[src/rtl/uart_pkg.sv]
// rtl/uart_pkg.sv - shared UART constants and byte type
//
// Purpose : constants and types shared by the UART receiver, the receive
//           FIFO and the future transmitter.
// Contents: UART_DATA_W                  - byte width (8)
//           UART_FIFO_DEPTH_LOG2_DEFAULT - default FIFO depth exponent (4 -> 16)
//           UART_DROP_COUNT_W            - width of the dropped-byte counter
//           uart_byte_t                  - one UART byte
//           uart_sat_inc                 - saturating increment helper

package uart_pkg;

  localparam int UART_DATA_W                  = 8;
  localparam int UART_FIFO_DEPTH_LOG2_DEFAULT = 4;
  localparam int UART_DROP_COUNT_W            = 8;

  typedef logic [UART_DATA_W-1:0] uart_byte_t;

  // Increment that sticks at all-ones instead of wrapping.
  function automatic logic [UART_DROP_COUNT_W-1:0] uart_sat_inc(
    input logic [UART_DROP_COUNT_W-1:0] value
  );
    if (&value) begin
      return value;
    end
    return value + 1'b1;
  endfunction

endpackage

[src/rtl/uart_fifo_mem.sv]
// rtl/uart_fifo_mem.sv - FIFO storage array with async read
//
// Purpose : 2^ADDR_W x DATA_W register array. One synchronous write port and
//           one asynchronous (combinational) read port. Contents are not
//           reset; the owner tracks which entries are valid.
// Ports   : i_clk      - system clock
//           i_wr_en    - write strobe, sampled on rising edge
//           i_wr_addr  - write address
//           i_wr_data  - write data
//           i_rd_addr  - read address
//           o_rd_data  - data stored at i_rd_addr (combinational)

module uart_fifo_mem #(
  parameter int DATA_W = 8,
  parameter int ADDR_W = 4
) (
  input  logic              i_clk,
  input  logic              i_wr_en,
  input  logic [ADDR_W-1:0] i_wr_addr,
  input  logic [DATA_W-1:0] i_wr_data,
  input  logic [ADDR_W-1:0] i_rd_addr,
  output logic [DATA_W-1:0] o_rd_data
);

  localparam int DEPTH = 1 << ADDR_W;

  logic [DATA_W-1:0] r_mem [0:DEPTH-1];

  always_ff @(posedge i_clk) begin
    if (i_wr_en) begin
      r_mem[i_wr_addr] <= i_wr_data;
    end
  end

  assign o_rd_data = r_mem[i_rd_addr];

endmodule

[src/rtl/uart_rx_fifo.sv]
// rtl/uart_rx_fifo.sv - first-word-fall-through byte FIFO behind the UART receiver
//
// Purpose : captures each byte from the UART receiver (pulse or level-held
//           valid, one push per rising edge of valid), acknowledges it with a
//           one-cycle i_rx_read_en pulse, buffers it and hands it downstream
//           through a valid/ready port. Pushes into a full FIFO are dropped
//           unless a pop happens on the same edge.
// Options : UART_RX_FIFO_OVERFLOW_STATUS_EN - when defined, o_overflow is a
//           sticky drop flag and o_drop_count a saturating drop counter;
//           otherwise both are tied to 0.
// Ports   : i_clk        - system clock
//           i_reset      - asynchronous active-high reset
//           i_rx_data    - byte from the receiver
//           i_rx_valid   - receiver valid (pulse or level)
//           o_rx_read_en - one-cycle acknowledge to the receiver
//           i_clear      - synchronous flush
//           o_m_data     - head byte, 0 when o_m_valid is low
//           o_m_valid    - FIFO non-empty
//           i_m_ready    - consumer pops head when o_m_valid && i_m_ready
//           o_fill_level - stored byte count, 0..2^DEPTH_LOG2
//           o_overflow   - sticky drop flag (option)
//           o_drop_count - saturating dropped-byte count (option)

module uart_rx_fifo
  import uart_pkg::*;
#(
  parameter int DATA_W     = UART_DATA_W,
  parameter int DEPTH_LOG2 = UART_FIFO_DEPTH_LOG2_DEFAULT
) (
  input  logic                         i_clk,
  input  logic                         i_reset,
  input  logic [DATA_W-1:0]            i_rx_data,
  input  logic                         i_rx_valid,
  output logic                         o_rx_read_en,
  input  logic                         i_clear,
  output logic [DATA_W-1:0]            o_m_data,
  output logic                         o_m_valid,
  input  logic                         i_m_ready,
  output logic [DEPTH_LOG2:0]          o_fill_level,
  output logic                         o_overflow,
  output logic [UART_DROP_COUNT_W-1:0] o_drop_count
);

  // Fill level that means "every slot occupied".
  localparam logic [DEPTH_LOG2:0] FULL_LEVEL = {1'b1, {DEPTH_LOG2{1'b0}}};

  logic                  r_rx_valid_d;
  logic                  r_rx_read_en;
  logic [DEPTH_LOG2-1:0] r_wr_ptr;
  logic [DEPTH_LOG2-1:0] r_rd_ptr;
  logic [DEPTH_LOG2:0]   r_fill_level;

  logic                  w_push_req;
  logic                  w_full;
  logic                  w_m_valid;
  logic                  w_pop;
  logic                  w_push;
  logic                  w_mem_we;
  logic [DATA_W-1:0]     w_rd_data;

  // A rising edge of valid is one byte, so a receiver that holds valid until
  // acknowledged is not pushed twice.
  assign w_push_req = i_rx_valid & ~r_rx_valid_d;

  assign w_full    = (r_fill_level == FULL_LEVEL);
  assign w_m_valid = (r_fill_level != '0);

  // Pop is only meaningful with data present; i_m_ready is ignored when empty.
  assign w_pop  = w_m_valid & i_m_ready;

  // When full, a same-edge pop frees the slot the push lands in (wr == rd).
  assign w_push = w_push_req & (~w_full | w_pop);

  // Flush discards a simultaneous push; the acknowledge still goes out.
  assign w_mem_we = w_push & ~i_clear;

  uart_fifo_mem #(
    .DATA_W (DATA_W),
    .ADDR_W (DEPTH_LOG2)
  ) u_mem (
    .i_clk     (i_clk),
    .i_wr_en   (w_mem_we),
    .i_wr_addr (r_wr_ptr),
    .i_wr_data (i_rx_data),
    .i_rd_addr (r_rd_ptr),
    .o_rd_data (w_rd_data)
  );

  always_ff @(posedge i_clk or posedge i_reset) begin
    if (i_reset) begin
      r_rx_valid_d <= 1'b0;
      r_rx_read_en <= 1'b0;
      r_wr_ptr     <= '0;
      r_rd_ptr     <= '0;
      r_fill_level <= '0;
    end else begin
      r_rx_valid_d <= i_rx_valid;
      // Acknowledge every detected byte, stored or not.
      r_rx_read_en <= w_push_req;

      if (i_clear) begin
        r_wr_ptr     <= '0;
        r_rd_ptr     <= '0;
        r_fill_level <= '0;
      end else begin
        if (w_push) begin
          r_wr_ptr <= r_wr_ptr + 1'b1;
        end
        if (w_pop) begin
          r_rd_ptr <= r_rd_ptr + 1'b1;
        end
        case ({w_push, w_pop})
          2'b10:   r_fill_level <= r_fill_level + 1'b1;
          2'b01:   r_fill_level <= r_fill_level - 1'b1;
          default: r_fill_level <= r_fill_level;
        endcase
      end
    end
  end

  assign o_rx_read_en = r_rx_read_en;
  assign o_m_valid    = w_m_valid;
  assign o_m_data     = w_m_valid ? w_rd_data : '0;
  assign o_fill_level = r_fill_level;

`ifdef UART_RX_FIFO_OVERFLOW_STATUS_EN
  logic                         r_overflow;
  logic [UART_DROP_COUNT_W-1:0] r_drop_count;
  logic                         w_drop;

  // A byte is lost only when full and the same edge does not pop.
  assign w_drop = w_push_req & w_full & ~w_pop;

  always_ff @(posedge i_clk or posedge i_reset) begin
    if (i_reset) begin
      r_overflow   <= 1'b0;
      r_drop_count <= '0;
    end else if (i_clear) begin
      r_overflow   <= 1'b0;
      r_drop_count <= '0;
    end else if (w_drop) begin
      r_overflow   <= 1'b1;
      r_drop_count <= uart_sat_inc(r_drop_count);
    end
  end

  assign o_overflow   = r_overflow;
  assign o_drop_count = r_drop_count;
`else
  assign o_overflow   = 1'b0;
  assign o_drop_count = '0;
`endif

endmodule

[config.mk]
export PLATFORM = sky130hd
export DESIGN_NAME = uart_rx_fifo
export DESIGN_NICKNAME = d
export VERILOG_FILES = /design/src/rtl/uart_pkg.sv /design/src/rtl/uart_fifo_mem.sv /design/src/rtl/uart_rx_fifo.sv
export SDC_FILE = /design/constraint.sdc
export NUM_CORES = 1
export LEC_CHECK = 0
export ABC_AREA = 1
export CAP_MARGIN = 5
export CORE_ASPECT_RATIO = 1.2
export CORE_MARGIN = 4
export CORE_UTILIZATION = 50
export CTS_BUF_LIST = sky130_fd_sc_hd__clkbuf_4 sky130_fd_sc_hd__clkbuf_8
export CTS_CLUSTER_DIAMETER = 60
export DETAILED_ROUTE_END_ITERATION = 10
export GPL_ROUTABILITY_DRIVEN = 0
export PLACE_DENSITY = 0.69
export SLEW_MARGIN = 20
export SYNTH_ARGS = -nofsm -noshare
export SYNTH_HDL_FRONTEND = slang
export SYNTH_SLANG_ARGS = --single-unit
[constraint.sdc]
create_clock -name i_clk -period 4.5 [get_ports i_clk]
set_clock_uncertainty 0.2 [all_clocks]
set_input_delay 0.675 -clock i_clk [delete_from_list [all_inputs] [get_ports i_clk]]
set_output_delay 0.675 -clock i_clk [all_outputs]
set_load 0.01 [all_outputs]
# Yosys cells after proc, flatten, opt, wreduce, memory -nomap -nowiden
# Memory sizes are Yosys's and may differ from the RTL's.
# Index checks and enable logic that the tools add are counted.
# totals
register_bits	15
mem_bits_rw	128
input_bits	13
n_memories	1
# op_classes
muxes	9
n_eq_ne	3
bitwise_logic	8
n_reduce_logical	4
add_sub_neg	4
# mem_list
name	depth	width	rd	rd_clocked_by_memory_dff	wr	line_no	text
u_mem.r_mem	16	8	1	0	1	uart_fifo_mem.sv:27	logic [DATA_W-1:0] r_mem [0:DEPTH-1];
# op_table
operator	n
$mux 4	4
$pmux 5 s2	1
$add 4x1->4 const B	2
$mux 8	1
$add 5x1->5 const B	1
$eq 5x5->1 const B	1
$mux 5	1
$reduce_bool 5->1	1
$sub 5x1->5 const B	1
$and 1x1->1	4
$reduce_bool 2->1	2
$not 1->1	3
$reduce_bool 3->1	1
$eq 2x1->1 const B	1
$eq 2x2->1 const B	1
$mux 1	2
$or 1x1->1	1

# Depth between registers and ports, before layout
# Gate-level depths: netlist of run 1.
# depth
ltp_word	7
depth_mapped	13
mapped_depth_nobuf	13

# By module
# Synthesis of run 1 repeated with hierarchy kept, for this count alone.
# unflattened
cells_unflattened	673
area_unflattened_um2	6686.4
# by_module_without_submodules
module	cells_each	seq_area_each_um2	area_per_inst_um2	instances
uart_fifo_mem	543	3843.7	5606.6	1
uart_rx_fifo	130	375.4	1079.8	1

# Worst setup path after synthesis of run 1
# OpenSTA, ideal clock, no wires.
# synth_path
kind	input -> register
start	in i_rx_valid
end	mem u_mem.r_mem[10][0], enable pin
setup_slack_ps	2149
required_ps	3917
stages	5
arrival_time_ps	1767
path_cell_list	inv_1 nor2_4 nand2_8 buf_8 nor3_1
# synth_between
elab_chain_len	5
# synth_rtl
element	line_no	text
start, declared	uart_rx_fifo.sv:33	input logic i_rx_valid,
$and 1x1->1	uart_rx_fifo.sv:63	assign w_push_req = i_rx_valid & ~r_rx_valid_d;
net w_push_req	uart_rx_fifo.sv:53	logic w_push_req;
$and 1x1->1	uart_rx_fifo.sv:72	assign w_push = w_push_req & (~w_full | w_pop);
$and 1x1->1	uart_rx_fifo.sv:75	assign w_mem_we = w_push & ~i_clear;
$mux 1	uart_fifo_mem.sv:30	if (i_wr_en) begin
$mux 1 (implied by the code)	uart_fifo_mem.sv:31	r_mem[i_wr_addr] <= i_wr_data;
end, declared	uart_fifo_mem.sv:27	
# The timed path passes the listed nets, and every way through them passes these cells.

# Final worst setup path of run 1
# layout_path
start	reg r_rd_ptr[0]
end	out o_m_data[6]
# layout_between
elab_chain_len	2
# layout_rtl
element	line_no	text
start, declared	uart_rx_fifo.sv:50	logic [DEPTH_LOG2-1:0] r_rd_ptr;
start signal, assigned	uart_rx_fifo.sv:110	r_rd_ptr <= r_rd_ptr + 1'b1;
$mem_v2 16x8	n/a	
$mux 8	uart_rx_fifo.sv:123	assign o_m_data = w_m_valid ? w_rd_data : '0;
end, declared	uart_rx_fifo.sv:36	output logic [DATA_W-1:0] o_m_data,
# No other way between the ends.

==> results of run 1 <==
[final timing paths]
path | cells after the start | to | from
max | 9 | o_m_data[6] | r_rd_ptr[0]
min | 1 | o_rx_read_en | r_rx_valid_d
max reg2reg | 13 | o_fill_level[4] | o_fill_level[4]
min reg2reg | 1 | o_rx_read_en | r_rx_valid_d
max in group asynchronous | 2 | r_rd_ptr[0] | i_reset
min in group asynchronous | 2 | r_wr_ptr[1] | i_reset
[synthesized netlist by cell type, drive strengths merged]
library cell  count  area (um2)
a21oi            12        71.3
edfxtp          128        3840
xor2              4        35.0
conb              1        3.75
xnor2             1        8.76
or2               1        8.76
fa                1        20.0
inv              19        71.3
nand2           190         739
clkbuf            3        11.3
o21ai             6        41.3
nor3             16        90.1
dfrtp            15         375
buf              33         236
nor2              9        58.8
ha                8         100
nand4             1        6.26
nand3           115         613
clkinv            2        7.51
nand3b            2        18.8
[cell type report]
cell class / count / area (um2)
tap: 161 / 201
multi-input combinational: 375 / 1870
fill: 998 / 5130
clock buffer: 19 / 249
sequential: 143 / 4220
inverter: 21 / 78.8
clock inverter: 13 / 145
timing repair buffer: 43 / 390
[through the flow]
step	power [mW]	area, um2	hold slack [ns]	setup WS, ns
floorplan	2.29	6390	0.278	2.15
global placement	2.61	6740	0.291	1.01
detailed placement	2.64	6750	0.294	1.03
CTS	3.64	7150	0.308	0.742
global route	3.83	7150	0.329	0.506
finish	3.62	7150	0.310	0.732
[metal layers]
metal  vias up  wire length, um
li1       2014                -
met1      2038             5670
met2       156             6800
met3        29              772
met4         0              345
met5         -                0
[registers in the layout, summed over array words and instances (netlist names)]
signal and flops:
r_rd_ptr 4, r_rx_valid_d 1, o_rx_read_en 1, o_fill_level 5
u_mem.r_mem 128, r_wr_ptr 4
[worst max-delay path, stage by stage (launching register included)]
cell             delay [ns]
dfrtp_2                0.41
inv_2                  0.71
buf_4                  0.29
nand2_1                0.06
nand3_1                0.06
nand3_1                0.09
nand2_1                0.07
nand2_1                0.05
a21oi_1                0.14
clkdlybuf4s50_1        0.55
[layout by cell type (no fill, tap or decap), drive strengths merged]
cell	n
a21oi	12
buf	16
bufinv	3
clkbuf	19
clkdlybuf4s50	27
clkinv	11
conb	9
dfrtp	15
edfxtp	128
fa	1
ha	8
inv	20
nand2	190
nand3	115
nand3b	2
nand4	1
nor2	9
nor3	16
o21ai	6
or2	1
xnor2	1
xor2	4
[report_power, final]
group	switching (mW)	internal (mW)	total (mW)
registers	0.0384	1.48	1.51
logic	0.693	0.412	1.11
clock network	0.453	0.552	1.00
[cells by family after synthesis]
family | count (synthesis) | synth area share [%]
and+or+nand+nor | 334 | 24.1
DFF | 143 | 66.3
buffers and inverters | 57 | 5.13
AOI/OAI and AO/OA | 18 | 1.77
adders and majority gates | 9 | 1.89
xor gates and xnor gates | 5 | 0.688
other | 1 | 0.0590
==> reports/results.txt, run 1 <==
initial antenna violation count = 0
FF-to-FF setup slack = 2.14 ns
post-route clock period utilization = 83.7%
first-pass GRT wire length = 21800 um
final core utilization = 58.2%
dpl hpwl = 8650 um
Starting Density = 51.8%
met1 Usage GRT = 23.8%
Syn Area/Cell = 11.2 um2
worst skew pair latency = 0.43 ns
first drt pass iteration count = 5
Final Max Tran Viols = 0
synthesized flop and latch total = 143
Core Rows = 44
clock sink count = 143
Initial DRC Count = 295
via count = 4237
chip height = 132 um
Reg clk slew, reported paths = 0.08 ns
core region area = 12300 um2
antenna diode count = 0
outcome = finished clean
vias in the first global route = 4198
most used routing layer = met2
DIE AREA = 14600 um2
WL per Instance = 17.5 um
GRT Total Usage = 19.2%
post-synthesis to final-layout area growth = 12.4%
Setup-failing EPs final = 0
TNS Setup = 0 ns
hold-fix buffer count after cts = 0
layout cell share with drive strength beyond 1 = 11.1%
final WL = 13600 um
total grt overflow = 0
Horiz. Die Dim = 111 um
DRC viols = 0
critical path arrival = 2.89 ns
Layout Nets = 623
post-synthesis sequential area ratio = 66.3%
critical path class = register to output port
largest net degree at the start of global routing = 67
Max clock buf depth = 2
Worst VDD drop = 0.363 mV
CTS H-Tree Depth = 4
Leakage = 2.70 nW
Max Freq = 0.265 GHz
crit path time final = 3.77 ns
Post-Synthesis Cells = 567
Hold Path Class = register to register
Placed Instances = 743
Pwr per Cell Area = 507 nW/um2
Top Ports = 37
post-cts resize count = 0
post-synth cell types = 35
met2 global-route usage = 32.2%
critical-path maximum fanout = 56
Worst Path Required = 3.62 ns
Inserted Clock Buffers = 17
Slew headroom = 34.1%
Non-Filler Instances = 775
RSZ-0062 raised after global routing = no
met3 usage = 5.06%
pin slew with the least headroom to its limit = 0.987 ns
Fin. Hold Viols = 0
Port Buf Inserts = 27
Via density = 5.47
max-cap viol count = 0
CP endpoint kind = output port
crit path launch type = register
post-CTS setup buffers = 0
post-route antenna net violation count = 0
clk root buf = clkbuf_8
CTS tree = built
Syn. warnings = 0
Syn Std Cell Area = 6360 um2
(Power assumes the default switching activity.)
==> run 2, diff against run 1 <==
--- a/config.mk
+++ b/config.mk
@@ -14,7 +14,7 @@
 export CTS_CLUSTER_DIAMETER = 60
 export DETAILED_ROUTE_END_ITERATION = 10
 export GPL_ROUTABILITY_DRIVEN = 0
-export PLACE_DENSITY = 0.69
+export PLACE_DENSITY = 0.71
 export SLEW_MARGIN = 20
 export SYNTH_ARGS = -nofsm -noshare
 export SYNTH_HDL_FRONTEND = slang
==> constraint.sdc (replaced) <==
create_clock -name i_clk -period 3.4 [get_ports i_clk]
set_clock_uncertainty 0.2 [all_clocks]
set_input_delay 0.51 -clock i_clk [delete_from_list [all_inputs] [get_ports i_clk]]
set_output_delay 0.51 -clock i_clk [all_outputs]
set_load 0.01 [all_outputs]
==> run 2 against run 1 <==
Global-route usage up 0.81 points. Total power rose by 35%. Wire length increased by 1.3%. Sequential power up 34%. Register-to-register slack got worse by 1.2 ns. Setup slack lost 0.57 ns. Core utilization is 0.80 points higher. Flip-flop and latch count unchanged. Non-clock buffer count grew 10. Clock power up 32%.
==> reports/results.txt, run 2 (synthesis results as in run 1) <==
Core Rows = 44 (unchanged)
outcome = finished clean
Final Max Tran Viols = 0 (unchanged)
final instance area = 7250 um2 (+1.4%)
CTS H-Tree Depth = 4 (unchanged)
antenna diode count = 0 (unchanged)
post-route antenna net violation count = 0 (unchanged)
core region area = 12300 um2 (unchanged)
Layout Nets = 633 (+1.6%)
post-route clock period utilization = 95.3%
Sequential Power Share = 41.5% (-0.3 points)
chip height = 132 um (unchanged)
slowest CP cell = clkdlybuf4s50_1
clock sink count = 143 (unchanged)
DRC viols = 0 (unchanged)
GRT Total Usage = 20.0% (+0.81 points)
DIE AREA = 14600 um2 (unchanged)
first drt pass iteration count = 7 (+2)
Top Ports = 37 (unchanged)
TNS Setup = 0 ns (unchanged)
Pwr per Cell Area = 672 nW/um2 (+33%)
register name with the most flops = u_mem.r_mem
critical path class = register to output port
CTS tree = built
critical-path maximum fanout = 17 (-70%)
WL per Instance = 17.5 um (about the same)
clk root buf = clkbuf_8
Reg clk slew, reported paths = 0.07 ns (about the same)
RSZ-0062 raised after global routing = no
Inserted Clock Buffers = 17 (unchanged)
Port Buf Inserts = 27 (unchanged)
Horiz. Die Dim = 111 um (unchanged)
crit path time final = 3.24 ns
max FFs per register = 128 (unchanged)
critical-path cell list = buf_4 -> inv_1 -> buf_4 -> nand3_1 -> nand3_1 -> nand2_1 -> nand2_1 -> a21oi_1 -> clkdlybuf4s50_1
Clock power frac = 27.0% (-0.7 points)
largest net degree at the start of global routing = 43 (-36%)
Worst Path Required = 2.69 ns (-0.93 ns)
Buf+Inv Stages, Crit Path = 4 (+1)
dpl hpwl = 8680 um (+0.32%)
Max clock buf depth = 2 (unchanged)
Filler cells = 973 (-2.5%)
Starting Density = 51.8% (unchanged)
most frequent cells in the layout = nand2_1 (187), edfxtp_1 (128), nand3_1 (112)
Max Freq = 0.309 GHz
Worst Reg-to-Reg Cells = 13 (unchanged)
Comb pwr share = 31.5% (+1.0 points)
post-synthesis to final-layout area growth = 13.9%
final WL = 13800 um (+1.3%)
crit-path max cell delay = 0.59 ns (-0.12 ns)
Initial DRC Count = 418 (+42%)
Switching Share = 32.6% (-0.035 points)
first-pass GRT wire length = 22400 um (+2.6%)
critical path depth = 9 (unchanged)
worst skew pair latency = 0.44 ns (about the same)
CP endpoint kind = output port
total power = 4.87 mW (+35%)
most common cell after layout, fill and taps aside = nand2_1
Leakage = 2.76 nW (+2.3%)
hold-fix buffer count after cts = 0 (unchanged)
via count = 4293 (+1.3%)
critical path arrival = 2.53 ns (-0.36 ns)
pin slew with the least headroom to its limit = 0.806 ns (-0.180 ns)
max-cap viol count = 0 (unchanged)
Cell Area, Placed = 6820 um2 (+1.0%)
Internal = 3.28 mW (+35%)
crit path launch type = register
Via density = 5.47 (about the same)
crit-path leading delay family = buffers and inverters
layout cell share with drive strength beyond 1 = 12.0% (+0.94 points)
Worst VDD drop = 0.519 mV (+43%)
Setup-failing EPs final = 0 (unchanged)
Fin. Hold Viols = 0 (unchanged)
initial antenna violation count = 0 (unchanged)
switching pwr = 1.59 mW (+34%)
WHS = 0.238 ns (-0.0719 ns)
Hold Path Class = input pin to asynchronous set/reset pin
vias in the first global route = 4348 (+3.6%)
total grt overflow = 0 (unchanged)
Slew headroom = 46.0% (+12 points)
run 2: cell types whose count changed in the layout (fill, tap and decap cells not counted), sizes merged:
cell	delta
buf	+9
inv	-1
clkinvlp	+2
run 2: worst paths after layout:
check,startpoint,end,slack (ns)
max in group asynchronous,i_reset,r_rd_ptr[0],2.30
min in group i_clk,r_rx_valid_d,o_rx_read_en,0.31
worst min-delay path,i_reset,r_wr_ptr[0],0.24
worst max register to register,o_fill_level[4],o_fill_level[4],0.99
worst max-delay path,r_rd_ptr[1],o_m_data[0],0.16
worst min register to register,r_rx_valid_d,o_rx_read_en,0.31
run 2: through the flow:
| stage | std cells | utilization (%) | setup slack [ns] |
|---|---|---|---|
| after global routing | 785 | 59.0 | 0.0155 |
| after CTS | 781 | 58.7 | 0.0596 |
| after global placement | 749 | 55.5 | 0.485 |
| after detailed placement | 749 | 55.5 | 0.464 |
| final | 785 | 59.0 | 0.159 |
| after floorplan | 575 | - | 1.21 |
run 2: cell type report:
| class | instances | area, um2 | share of cell area (%) |
|---|---|---|---|
| inverter | 21 | 78.8 | 1.09 |
| clock buffer | 18 | 241 | 3.33 |
| clock inverter | 14 | 149 | 2.05 |
| sequential | 143 | 4220 | 58.3 |
| multi-input combinational | 375 | 1850 | 25.5 |
| tap | 161 | 201 | 2.78 |
| timing repair buffer | 53 | 509 | 7.03 |
run 2: timing repair:
item	CTS	global route
endpoints found under the setup margin	0	8
setup buffers	0	4
gates resized for setup	0	1
run 2: power groups by stage:
stage / sequential [mW] / combinational, mW / clock (mW)
6_report: 2.02 / 1.54 / 1.32
5_1_grt: 2.03 / 1.70 / 1.44
4_1_cts: 2.04 / 1.46 / 1.35
3_5_place_dp: 2.08 / 1.46 / 0
3_3_place_gp: 2.07 / 1.41 / 0
2_1_floorplan: 2.04 / 0.991 / 0
run 2: routing by layer:
| layer | share of wire (%) | vias up | track usage [%] |
|---|---|---|---|
| li1 | - | 2029 | - |
| met3 | 5.9 | 35 | 4.92 |
| met2 | 49 | 171 | 31.8 |
| met4 | 2.9 | 0 | 9.58 |
| met1 | 43 | 2058 | 25.8 |
| met5 | 0 | - | 0 |
==> run 3, diff against run 2 <==
--- a/config.mk
+++ b/config.mk
@@ -5,16 +5,14 @@
 export SDC_FILE = /design/constraint.sdc
 export NUM_CORES = 1
 export LEC_CHECK = 0
-export ABC_AREA = 1
 export CAP_MARGIN = 5
 export CORE_ASPECT_RATIO = 1.2
 export CORE_MARGIN = 4
-export CORE_UTILIZATION = 50
+export CORE_UTILIZATION = 30
 export CTS_BUF_LIST = sky130_fd_sc_hd__clkbuf_4 sky130_fd_sc_hd__clkbuf_8
 export CTS_CLUSTER_DIAMETER = 60
 export DETAILED_ROUTE_END_ITERATION = 10
 export GPL_ROUTABILITY_DRIVEN = 0
-export PLACE_DENSITY = 0.71
 export SLEW_MARGIN = 20
 export SYNTH_ARGS = -nofsm -noshare
 export SYNTH_HDL_FRONTEND = slang
==> run 3 against run 2 <==
Final cell count fell by 16%. Highest routed layer unchanged. Global-route usage is 9.1 points lower. Die area increased by 54%. Combinational power is 25% lower. Largest cell class unchanged. Total power fell by 12%. Largest power group unchanged. Via count is 30% lower. Critical endpoint is now o_m_data[7]. Synthesized area fell by 4.8%. Clock power shrank 12%.
==> reports/results.txt, run 3 <==
outcome = finished clean
post-route antenna net violation count = 0 (unchanged)
area share of fa/ha/maj cells after synthesis = 1.98% (+0.095 points)
Filler cells = 1838 (+89%)
first drt pass iteration count = 5 (-2)
core region area = 19700 um2 (+60%)
Max Freq = 0.310 GHz (+0.49%)
critical-path maximum fanout = 8 (-9)
chip height = 164 um (+24%)
Core Rows = 56 (+27%)
slowest CP cell = or4_1
DRC viols = 0 (unchanged)
max FFs per register = 128 (unchanged)
Starting Density = 30.8% (-21 points)
DIE AREA = 22500 um2 (+54%)
Max clock buf depth = 2 (unchanged)
post-synthesis to final-layout area growth = 17.6%
post-synth cell types = 46 (+31%)
FF-to-FF setup slack = 0.22 ns (-0.77 ns)
critical-path cell list = or4_1 -> nor2_4 -> inv_2 -> nand2b_4 -> o22ai_1 -> clkdlybuf4s50_1
Slew headroom = 56.1% (+10 points)
Switching Share = 27.9% (-4.7 points)
pin slew with the least headroom to its limit = 0.659 ns (-0.148 ns)
Worst VDD drop = 0.524 mV (+0.84%)
post-synthesis sequential area ratio = 69.7% (+3.3 points)
top cell type's share of synthesized area = 63.5% (+3.0 points)
cell accounting for the most synthesized area = edfxtp_1
hold-fix buffer count after cts = 0 (unchanged)
largest net degree at the start of global routing = 33 (-23%)
post-synthesis mux area share = 16.0% (+16 points)
number of synthesized flops with an enable pin = 128 (unchanged)
antenna diode count = 0 (unchanged)
Sequential Power Share = 46.1% (+4.6 points)
WL per Instance = 17.4 um (-0.97%)
Placed Instances = 627 (-16%)
Hold Path Class = input pin to asynchronous set/reset pin
Setup-failing EPs final = 0 (unchanged)
Synth area leaders = edfxtp_1 (63%), mux4_2 (12%), dfrtp_1 (6.2%)
WHS = 0.261 ns (+0.0235 ns)
switching pwr = 1.20 mW (-24%)
Layout Nets = 410 (-35%)
synthesized flop and latch total = 143 (unchanged)
total power = 4.31 mW (-12%)
Post-Synthesis Cells = 329 (-42%)
Initial DRC Count = 111 (-73%)
Via density = 4.58 (-16%)
Inserted Clock Buffers = 17 (unchanged)
total grt overflow = 0 (unchanged)
GRT Total Usage = 10.9% (-9.1 points)
Horiz. Die Dim = 138 um (+24%)
most common cell after layout, fill and taps aside = edfxtp_1
TNS Setup = 0 ns (unchanged)
clock sink count = 143 (unchanged)
Post-Synth Simple-Gate Area = 4.90% (-19 points)
CP endpoint kind = output port
via count = 3017 (-30%)
Clock power frac = 26.9% (about the same)
clk root buf = clkbuf_8
crit path launch type = register
Reg clk slew, reported paths = 0.08 ns (about the same)
largest family of logic cells by synthesized area = multiplexers
final WL = 11400 um (-17%)
top post-synthesis cells by count = edfxtp_1 (128), mux4_2 (32), nor2_1 (28)
Syn. warnings = 0 (unchanged)
Final Max Tran Viols = 0 (unchanged)
Comb pwr share = 27.0% (-4.5 points)
area of the multi-input gates = 1680 um2 (-8.9%)
Fin. Hold Viols = 0 (unchanged)
max-cap viol count = 0 (unchanged)
RSZ-0062 raised after global routing = no
FF+latch area = 4220 um2 (about the same)
first-pass GRT wire length = 18000 um (-20%)
most frequent cells in the layout = edfxtp_1 (128), mux4_2 (32), nor2_1 (28)
Worst Path Required = 2.69 ns (about the same)
vias in the first global route = 3240 (-25%)
Buf+Inv Stages, Crit Path = 2 (-2)
Port Buf Inserts = 27 (unchanged)
Pwr per Cell Area = 605 nW/um2 (-10%)
CTS tree = built
Internal = 3.11 mW (-5.4%)
Non-Filler Instances = 659 (-16%)
Post-Synth XOR/XNOR Area = 0.868% (+0.18 points)
post-route clock period utilization = 94.9% (-0.46 points)
initial antenna violation count = 0 (unchanged)
layout cell share with drive strength beyond 1 = 26.1% (+14 points)
complex-gate fraction of the synthesized area = 3.20% (+1.4 points)
critical path class = register to output port
worst skew pair latency = 0.42 ns (-0.02 ns)
crit-path leading delay family = simple AND/OR/NAND/NOR gates
register name with the most flops = u_mem.r_mem
crit-path max cell delay = 0.61 ns (+0.02 ns)
fraction of registers with async set/reset = 10.5% (unchanged)
Top Ports = 37 (unchanged)
ys flop type = edfxtp_1
count leader, synth = edfxtp_1
Leakage = 2.33 nW (-16%)
dpl hpwl = 7650 um (-12%)
Syn Std Cell Area = 6060 um2 (-4.8%)
Syn Area/Cell = 18.4 um2 (+64%)
CTS H-Tree Depth = 4 (unchanged)
critical path arrival = 2.52 ns (about the same)
crit path time final = 3.23 ns (-0.0157 ns)
## run 3: cell types whose count changed after synthesis, moves of 4 or more
cell and delta:
nor3_1 -13, nand3_1 -106, mux2i_1 +18, a21oi_1 -10, o22ai_1 +8, buf_4 -6, mux4_2 +32, nand2_1 -179
inv_1 -7, nand2b_1 +4, nor2_1 +23
## run 3: cells by family after synthesis
kind of cell	Yosys count
AO/OA/AOI/OAI	22
XOR/XNOR	6
flip-flops	143
multiplexers	54
buffers and inverters	34
adder cells (fa/ha/maj)	9
other	1
AND/OR/NAND/NOR	60
## run 3: power groups by stage
stage | registers (mW) | logic [mW] | clock network, mW
global placement | 2.03 | 1.12 | 0
finish | 1.99 | 1.16 | 1.16
global route | 1.99 | 1.27 | 1.27
detailed placement | 2.03 | 1.13 | 0
CTS | 1.99 | 1.15 | 1.20
floorplan | 2.02 | 0.756 | 0
## run 3: layer usage
layer	part of all wire (%)	vias to the layer above	routed length, um	track usage [%]
li1	-	1392	-	-
met1	45	1555	5110	14.0
met2	50	66	5690	17.7
met3	4.8	4	545	3.27
met4	0.94	0	108	3.23
met5	0	-	0	0
## run 3: timing repair
item / CTS / global route
setup buffers: 0 / 3
gates cloned: 0 / 0
endpoints found under the hold margin: 0 / 0
pin swaps: 0 / 0
resized for setup: 2 / 3
setup endpoints to repair: 8 / 8
## run 3: final timing paths
kind / endpoint / depth (start not counted) / startpoint
min: o_fill_level[3] / 2 / i_reset
max: o_m_data[7] / 6 / o_fill_level[0]
max in group asynchronous: r_rd_ptr[0] / 2 / i_reset
max reg2reg: o_fill_level[4] / 10 / o_fill_level[0]
min reg2reg: r_wr_ptr[3] / 2 / r_wr_ptr[3]
min in group i_clk: r_rx_valid_d / 1 / i_rx_valid
## run 3: layout make-up
type	count	area share (%)
Clock buffer	17	3.28
Clock inverter	12	1.39
Inverter	10	0.527
Multi-Input combinational cell	160	23.6
Sequential cell	143	59.2
Tap cell	261	4.58
Timing Repair Buffer	56	7.38
## run 3: through the flow
step	utilization [%]	area, um2	setup WS [ns]
after floorplan	-	6090	0.253
after global placement	34.3	6750	0.304
after detailed placement	34.3	6750	0.234
after CTS	36.0	7090	0.0333
after global routing	36.2	7120	0.00483
final	36.2	7120	0.175
